### config.mk
export PLATFORM = sky130hd
export DESIGN_NAME = dmux8way16_stream
export DESIGN_NICKNAME = d
export VERILOG_FILES = /design/src/rtl/dmux8way16_stream_pkg.sv /design/src/rtl/dmux8way16_stream_fifo.sv /design/src/rtl/dmux8way16_stream.sv
export SDC_FILE = /design/constraint.sdc
export NUM_CORES = 1
export LEC_CHECK = 0
export ABC_AREA = 1
export CAP_MARGIN = 20
export CELL_PAD_IN_SITES_DETAIL_PLACEMENT = 0
export CELL_PAD_IN_SITES_GLOBAL_PLACEMENT = 1
export CORE_MARGIN = 1
export CORE_UTILIZATION = 49
export DETAILED_ROUTE_END_ITERATION = 8
export PLACE_DENSITY = 0.95
export SLEW_MARGIN = 15
export SYNTH_ARGS = -nofsm -noshare
export SYNTH_HDL_FRONTEND = slang
export SYNTH_SLANG_ARGS = --single-unit
### constraint.sdc
create_clock -name clk -period 7.9 [get_ports clk]
set_input_delay 0.79 -clock clk [delete_from_list [all_inputs] [get_ports clk]]
set_output_delay 0.79 -clock clk [all_outputs]
set_load 0.01 [all_outputs]
### src/rtl/dmux8way16_stream_pkg.sv
`default_nettype none
// ============================================================================
// Module      : dmux8way16_stream_pkg
// Description : Shared constants and helpers for the 8-way 16-bit stream
//               demultiplexer and its per-channel FIFOs.
// Revision    : 1.0 - initial release
// ============================================================================
package dmux8way16_stream_pkg;

    // Number of output channels and width of the channel selector
    localparam int NUM_CH        = 8;
    localparam int SEL_W         = 3;

    // Default word width and per-channel buffering depth
    localparam int WIDTH_DEFAULT = 16;
    localparam int DEPTH_DEFAULT = 2;

    // One-hot decode of a channel selector
    function automatic logic [NUM_CH-1:0] sel_onehot(input logic [SEL_W-1:0] sel);
        logic [NUM_CH-1:0] onehot;
        onehot      = '0;
        onehot[sel] = 1'b1;
        return onehot;
    endfunction

endpackage
`default_nettype wire

### src/rtl/dmux8way16_stream_fifo.sv
`default_nettype none
// ============================================================================
// Module      : dmux_chan_fifo
// Description : Single-channel synchronous FIFO with a registered head word.
//               The head register holds its last value while the FIFO is
//               empty and is cleared to zero by reset.
// Revision    : 1.0 - initial release
// ============================================================================
module dmux_chan_fifo
    import dmux8way16_stream_pkg::*;
#(
    parameter int WIDTH = WIDTH_DEFAULT,
    parameter int DEPTH = DEPTH_DEFAULT
) (
    input  logic             clk,
    input  logic             rst_n,
    input  logic             push,
    input  logic [WIDTH-1:0] push_data,
    input  logic             pop,
    output logic             full,
    output logic             empty,
    output logic [WIDTH-1:0] head_data
);

    localparam int                 c_PTR_W     = $clog2(DEPTH);
    localparam int                 c_CNT_W     = c_PTR_W + 1;
    localparam logic [c_CNT_W-1:0] c_DEPTH_CNT = c_CNT_W'(DEPTH);

    logic [WIDTH-1:0]   r_mem [DEPTH];
    logic [c_PTR_W-1:0] r_wr_ptr;
    logic [c_PTR_W-1:0] r_rd_ptr;
    logic [c_CNT_W-1:0] r_count;
    logic [WIDTH-1:0]   r_head;

    logic               w_full;
    logic               w_empty;
    logic               w_do_push;
    logic               w_do_pop;
    logic [c_PTR_W-1:0] w_rd_ptr_nxt;
    logic [c_CNT_W-1:0] w_count_kept;
    logic [c_CNT_W-1:0] w_count_nxt;
    logic [WIDTH-1:0]   w_head_nxt;

    assign w_full    = (r_count == c_DEPTH_CNT);
    assign w_empty   = (r_count == '0);

    // A push into a full FIFO is ignored (no pass-through), as is a pop
    // from an empty one.
    assign w_do_push = push && !w_full;
    assign w_do_pop  = pop && !w_empty;

    // Next read pointer, occupancy and head word.  w_count_kept is the number
    // of older words still stored after the pop; if any remain, the oldest
    // one becomes the head, otherwise an incoming word becomes the head, and
    // with neither the head holds its previous value.
    always_comb begin
        w_rd_ptr_nxt = r_rd_ptr;
        w_count_kept = r_count;
        w_head_nxt   = r_head;
        if (w_do_pop) begin
            w_rd_ptr_nxt = r_rd_ptr + 1'b1;
            w_count_kept = r_count - 1'b1;
        end
        w_count_nxt = w_count_kept + c_CNT_W'(w_do_push);
        if (w_count_kept != '0) begin
            w_head_nxt = r_mem[w_rd_ptr_nxt];
        end else if (w_do_push) begin
            w_head_nxt = push_data;
        end
    end

    // Pointers, occupancy and head register; pointers wrap modulo DEPTH
    always_ff @(posedge clk or negedge rst_n) begin
        if (!rst_n) begin
            r_wr_ptr <= '0;
            r_rd_ptr <= '0;
            r_count  <= '0;
            r_head   <= '0;
        end else begin
            if (w_do_push) begin
                r_wr_ptr <= r_wr_ptr + 1'b1;
            end
            r_rd_ptr <= w_rd_ptr_nxt;
            r_count  <= w_count_nxt;
            r_head   <= w_head_nxt;
        end
    end

    // Storage array; contents are only meaningful under the occupancy count
    always_ff @(posedge clk) begin
        if (w_do_push) begin
            r_mem[r_wr_ptr] <= push_data;
        end
    end

    assign full      = w_full;
    assign empty     = w_empty;
    assign head_data = r_head;

endmodule
`default_nettype wire

### src/rtl/dmux8way16_stream.sv
`default_nettype none
// ============================================================================
// Module      : dmux8way16_stream
// Description : Sequential 8-way demultiplexer for WIDTH-bit words.  Each
//               accepted word is routed by in_sel into one of eight buffered
//               channels, each with its own valid/ready handshake.
// Revision    : 1.0 - initial release
// ============================================================================
module dmux8way16_stream
    import dmux8way16_stream_pkg::*;
#(
    parameter int WIDTH = WIDTH_DEFAULT,
    parameter int DEPTH = DEPTH_DEFAULT
) (
    input  logic                    clk,
    input  logic                    rst_n,
    input  logic [WIDTH-1:0]        in_data,
    input  logic [SEL_W-1:0]        in_sel,
    input  logic                    in_valid,
    output logic                    in_ready,
    output logic [NUM_CH*WIDTH-1:0] out_data,
    output logic [NUM_CH-1:0]       out_valid,
    input  logic [NUM_CH-1:0]       out_ready,
    output logic                    busy
);

    logic [NUM_CH-1:0] w_full;
    logic [NUM_CH-1:0] w_empty;
    logic [NUM_CH-1:0] w_sel_hot;
    logic [NUM_CH-1:0] w_push;
    logic [NUM_CH-1:0] w_pop;
    logic              w_accept;

    // Readiness depends only on the selected channel's registered fill state,
    // never on out_ready, so a full channel cannot forward a word straight
    // through even when it is being drained in the same cycle.
    assign in_ready  = rst_n && !w_full[in_sel];
    assign w_accept  = in_valid && in_ready;
    assign w_sel_hot = sel_onehot(in_sel);
    assign w_push    = {NUM_CH{w_accept}} & w_sel_hot;

    // Every channel with a word and a ready consumer pops independently
    assign out_valid = ~w_empty;
    assign w_pop     = out_valid & out_ready;
    assign busy      = |out_valid;

    generate
        for (genvar k = 0; k < NUM_CH; k++) begin : g_chan
            dmux_chan_fifo #(
                .WIDTH (WIDTH),
                .DEPTH (DEPTH)
            ) u_fifo (
                .clk       (clk),
                .rst_n     (rst_n),
                .push      (w_push[k]),
                .push_data (in_data),
                .pop       (w_pop[k]),
                .full      (w_full[k]),
                .empty     (w_empty[k]),
                .head_data (out_data[k*WIDTH +: WIDTH])
            );
        end
    endgenerate

endmodule
`default_nettype wire
==> results of run 1 <==
layout make-up:
type | count | area share, %
Multi-Input combinational cell | 1090 | 24.3
Tap cell | 461 | 2.74
Clock buffer | 50 | 5.23
Timing Repair Buffer | 191 | 9.21
Inverter | 104 | 1.88
Sequential cell | 416 | 55.6
Clock inverter | 22 | 0.994
state kept, by name, summed over array words and instances (netlist names):
register / flops
g_chan.u_fifo.head_data: 128
g_chan.u_fifo.r_count: 16
g_chan.u_fifo.r_mem: 256
g_chan.u_fifo.r_rd_ptr: 8
g_chan.u_fifo.r_wr_ptr: 8
worst max-delay path, cell delays in order:
cell and delay [ns]:
clkdlybuf4s50_1 0.71, nand2_1 0.13, nand3_2 0.09, nand2_2 0.09
nor3_1 0.46, clkdlybuf4s50_1 0.65
Yosys cell counts (all sizes together):
cell type | count | area, um2
nor3 | 1 | 5.00
o21bai | 6 | 45.0
nor4 | 2 | 12.5
xor2 | 22 | 238
nand3 | 152 | 766
clkbuf | 21 | 78.8
ha | 18 | 225
clkinv | 10 | 37.5
edfxtp | 256 | 7690
nand4 | 8 | 100
xnor2 | 2 | 17.5
buf | 69 | 434
nand2 | 475 | 1830
dfrtp | 160 | 4000
inv | 94 | 358
o21ai | 258 | 1290
nor2 | 146 | 564
worst max path at each step:
stage	start	endpoint	slack, ns	cells after the start
floorplan	in_sel[0]	g_chan[4].u_fifo.r_mem[1][0]	5.05	9
global placement	in_sel[0]	g_chan[4].u_fifo.r_mem[0][5]	3.78	7
detailed placement	in_sel[0]	g_chan[7].u_fifo.r_mem[0][13]	3.67	7
CTS	in_sel[0]	g_chan[7].u_fifo.r_mem[0][10]	4.21	7
global route	in_sel[0]	in_ready	4.10	6
finish	in_sel[0]	in_ready	4.19	6
report_power, final:
part	switching [uW]	internal [uW]
logic	2210	1390
registers	289	2810
clock network	791	1120
layer usage:
metal / track usage [%] / vias to the layer above / part of all wire [%]
met5: 0 / - / 0.064
met4: 6.97 / 4 / 2.5
li1: - / 5976 / -
met3: 3.93 / 74 / 6.4
met2: 38.1 / 431 / 49
met1: 31.1 / 6012 / 42
logic make-up after synthesis:
kind of cell	after synthesis
AND/OR/NAND/NOR	784
flip-flops	416
buffers and inverters	194
XOR/XNOR	24
adder cells (fa/ha/maj)	18
AO/OA/AOI/OAI	264
placed cells by master, fill, tap and decap left out, types with 21 or more instances in the layout:
cell	Yosys	routed
edfxtp_1	256	256
clkbuf_16	0	41
clkinv_1	10	21
clkdlybuf4s50_1	0	166
dfrtp_1	160	160
nand3_1	151	151
inv_1	80	80
nand2_1	464	464
o21ai_0	239	239
nor2_1	145	134
per-stage QoR:
stage	util [%]	area, um2	total power (uW)
6_report	59.1	21000	8610
3_3_place_gp	54.9	19500	6620
3_5_place_dp	55.2	19600	6720
5_1_grt	59.1	21000	9250
2_1_floorplan	-	17700	5390
4_1_cts	58.9	21000	8660
==> out/qor.yml, run 1 <==
status:
  status: "complete, no violations"
layout:
  multi_input_area_mm2: 0.00512
  final_cells: 2334
  areaGrowthSynthToFinish_pct: 18.9
  drive_above_1_share_pct: 7.10
  regArea_mm2: 0.0117
  nNetsFinal: 1891
  n_antenna_cell: 0
  fillers: 2871
global_route:
  grt_first_pass_wirelength_um: 64800
  grt_antenna_before_repair: 2
  grt_pass1_vias: 11900
  grt_util_all_layers_pct: 23.0
  grt_max_degree: 86
  grt_overflow_total: 0
worst_setup_path:
  r2r-end: "g_chan[4].u_fifo.r_mem[0][5]"
  r2r_slack_ns: 4.77
  arrival_ns: 2.92
  r2r_cells: 10
  worstSetupPathType: "primary input to output port"
  endpoint_kind: "output port"
  cp_max_fo: 9
  r2r-start: "g_chan[7].u_fifo.r_count[0]"
  worst_setup_path_start_kind: "primary input"
  cp.required_ns: 7.11
floorplanning:
  start_util_pct: 49.7
  die_y_um: 192
  rows: 69
  core-area_mm2: 0.0356
  dieArea_mm2: 0.0369
  fp.dieW_um: 192
  io_pins: 168
placement:
  gp_congestion: 0.833
  dp_cells: 2260
  port_buffers: 167
  dp_slack_ns: 3.67
  hpwl_um: 26800
drt:
  drt_wl_total_um: 42100
  antenna_left: 0
  drc_errors: 0
  firstDrtPassIters: 5
  detail_route.vias_per_cell: 5.35
  num_vias: 12500
  wl_per_cell_um: 18.0
  drt-initial-drc-count: 938
logic_synthesis:
  syn_area_mm2: 0.0177
  yosys_warnings: 0
  ys_seq_elements: 416
  synth_xor_area_share_pct: 1.44
  synth_cell_types: 28
  synthMuxAreaShare_pct: 0
  syn_avg_cell_area_um2: 10.4
  synth-compound-area-share_pct: 7.55
  synth_nets: 1748
  synth_fa_ha_area_share_pct: 1.27
  synth_cells: 1700
  synth_top_family_by_area: "simple AND/OR/NAND/NOR gates"
  ys_seq_area_share_pct: 66.1
  synthSimpleGateAreaFrac_pct: 18.5
pwr:
  power_density_mw_per_mm2: 409
  leakagePower_uw: 0.00861
  peakVddDrop_v: 0.000197
clock_network:
  cts.clk_slew.worst_paths_ns: 0.06
  post_cts_buffers: 0
  cts_max_level: 2
  cts_tree: "done"
  root_buffer: "clkbuf_16"
  cts_num_sinks: 416
  cts_repair_resize_count: 0
  cts_max_path_buffers: 3
  clk_latency_ns: 0.53
  postCtsHoldBufs: 0
  cts_made_buffers: 40
sta:
  worst_slack_ns: 4.19
  skew_ns: 0.0116
  setup_violations: 0
  tightest_slew_ns: 0.919
  rsz0062_at_grt: "no"
  tns_ns: 0
  hold_viol: 0
  timing.hold.ws_ns: 0.333
  worst_slew_margin_rel_pct: 38.4
  period_needed_ns: 3.71
  period_share_pct: 46.9
  maxSlewViolCount: 0
  max_freq_mhz: 270
worst_hold_path:
  hold_class: "primary input to asynchronous set/reset pin"
job:
  drv_cap: 0
(Power assumes the default switching activity.)
==> inputs of run 2 (changes only) <==
CORE_UTILIZATION = 45   (was 49)
PLACE_DENSITY = 0.89   (was 0.95)
clock period = 3.9 ns   (was 7.9 ns; I/O delays follow)
==> out/qor.yml, run 2 (synthesis results as in run 1) <==
drt:
  firstDrtPassIters: 5  # unchanged
  drt_wl_total_um: 42500  # +0.92%
  drc_errors: 0  # unchanged
  detail_route.vias_per_cell: 5.18  # -3.2%
  num_vias: 12500  # +0.30%
  antenna_left: 0  # unchanged
  wl_per_cell_um: 17.6  # -2.6%
  drt-initial-drc-count: 878  # -6.4%
global_route:
  grt_util_all_layers_pct: 21.3  # -1.7 points
  grt_max_degree: 63  # -27%
  grt_first_pass_wirelength_um: 67400  # +4.1%
  grt_pass1_vias: 12100  # +2.4%
  grt_antenna_before_repair: 0  # -2
  grt_overflow_total: 0  # unchanged
pwr:
  peakVddDrop_v: 0.000432  # +120%
  leakagePower_uw: 0.00875  # +1.7%
  p_total_uw: 17600  # +100%
  power_density_mw_per_mm2: 827  # +100%
clock_network:
  cts_tree: "done"
  post_cts_buffers: 0  # unchanged
  cts_repair_resize_count: 0  # unchanged
  clk_latency_ns: 0.54  # about the same
  cts_made_buffers: 43  # +7.5%
  cts_max_path_buffers: 3  # unchanged
  root_buffer: "clkbuf_16"
  cts.clk_slew.worst_paths_ns: 0.06  # about the same
  cts_max_level: 2  # unchanged
  cts_num_sinks: 416  # unchanged
layout:
  largest_reg_flops: 256  # unchanged
  nNetsFinal: 1915  # +1.3%
  regMostFlops: "g_chan.u_fifo.r_mem"
  most-common-layout-cells: "nand2_1 (464), edfxtp_1 (256), o21ai_0 (239)"
  layout_commonest_cell: "nand2_1"
  n_antenna_cell: 0  # unchanged
  drive_above_1_share_pct: 8.05  # +0.95 points
  areaGrowthSynthToFinish_pct: 20.1
  final_cell_area_mm2: 0.0212  # +1.0%
worst_setup_path:
  worstSetupPathType: "primary input to output port"
  worst_setup_path_start_kind: "primary input"
  cpMaxStageDelayCell: "clkdlybuf4s50_1"
  cp_max_fo: 45  # +36
  cp_top_family: "buffers and inverters"
  critPathMaxStageDelay_ns: 0.64  # -0.07 ns
  path_cells: "dlygate4sd3_1 > buf_6 > nand2_1 > nor3_1 > clkdlybuf4s50_1"
  arrival_ns: 2.69  # -0.23 ns
  cp.required_ns: 3.51  # -3.60 ns
  endpoint_kind: "output port"
  worst-path-buf-inv: 3  # +1
job:
  drv_cap: 0  # unchanged
placement:
  hpwl_um: 26800  # about the same
  dpl_cell_area_mm2: 0.0198  # +0.99%
  gp_congestion: 0.847  # +1.7%
  dp_slack_ns: 0.895  # -2.77 ns
  port_buffers: 167  # unchanged
sta:
  worst_slack_ns: 0.822  # -3.37 ns
  hold_viol: 0  # unchanged
  tns_ns: 0  # unchanged
  setup_violations: 0  # unchanged
  rsz0062_at_grt: "no"
  timing.hold.ws_ns: 0.339  # +0.00524 ns
  max_freq_mhz: 325
  period_needed_ns: 3.08
  period_share_pct: 78.9
  skew_ns: 0.0126  # +0.00102 ns
  tightest_slew_ns: 1.09  # +0.168 ns
  worst_slew_margin_rel_pct: 27.3  # -11 points
  maxSlewViolCount: 0  # unchanged
floorplanning:
  core-area_mm2: 0.0387  # +8.9%
  io_pins: 168  # unchanged
  fp.dieW_um: 200  # +4.3%
  start_util_pct: 45.7  # -4.1 points
  dieArea_mm2: 0.0401  # +8.8%
  rows: 72  # +4.3%
  die_y_um: 200  # +4.3%
worst_hold_path:
  hold_class: "primary input to asynchronous set/reset pin"
status:
  status: "complete, no violations"
run 2: changes by cell type in the layout (fill, tap and decap cells not counted), sizes merged:
cell and delta:
clkinv +2, dlygate4sd3 +1, clkbuf +8, clkdlybuf4s50 -1, bufinv -2, buf +21, clkinvlp -1
run 2: layout make-up:
type | count | area [um2]
fillers | 3298 | 17500
clock buffers | 58 | 1220
inverters | 104 | 395
well taps | 518 | 648
flip-flops and latches | 416 | 11700
repair buffers | 212 | 2040
clock inverters | 21 | 159
multi-input cells | 1090 | 5090
run 2: what timing repair did:
| item | 4_1_cts | 5_1_grt |
|---|---|---|
| setup endpoints to repair | 0 | 0 |
| hold endpoints to repair | 42 | 0 |
| hold buffers | 1 | 0 |
run 2: routing by layer:
layer  up-vias  wire length [um]  GRT usage (%)
met5         -                 0              0
met2       334             20900           35.8
met1      6115             18500           29.1
li1       6017                 -              -
met4         0               897           5.62
met3        68              2170           3.22
run 2: path summary, 6_finish.rpt:
kind / cells after the start / slack, ns / to / start
max in group asynchronous: 3 / 2.30 / g_chan[3].u_fifo.head_data[2] / rst_n
min reg2reg: 2 / 0.50 / g_chan[4].u_fifo.head_data[3] / g_chan[4].u_fifo.head_data[3]
min in group clk: 1 / 0.41 / g_chan[4].u_fifo.r_mem[0][11] / in_data[11]
max: 5 / 0.82 / in_ready / rst_n
min: 2 / 0.34 / g_chan[5].u_fifo.head_data[8] / rst_n
max reg2reg: 10 / 1.05 / g_chan[3].u_fifo.head_data[3] / g_chan[3].u_fifo.r_count[0]
run 2: metrics by stage:
| stage | util (%) | instances |
|---|---|---|
| after detailed placement | 51.2 | 2338 |
| final | 54.8 | 2419 |
| after floorplan | - | 1700 |
| after CTS | 54.8 | 2418 |
| after global routing | 54.8 | 2419 |
| after global placement | 51.1 | 2337 |
run 2: where the power goes:
part | total, uW | switching [uW] | internal [uW]
sequential | 6250 | 567 | 5690
combinational | 7310 | 4480 | 2830
clock | 4000 | 1660 | 2340
total | 17600 | 6710 | 10900
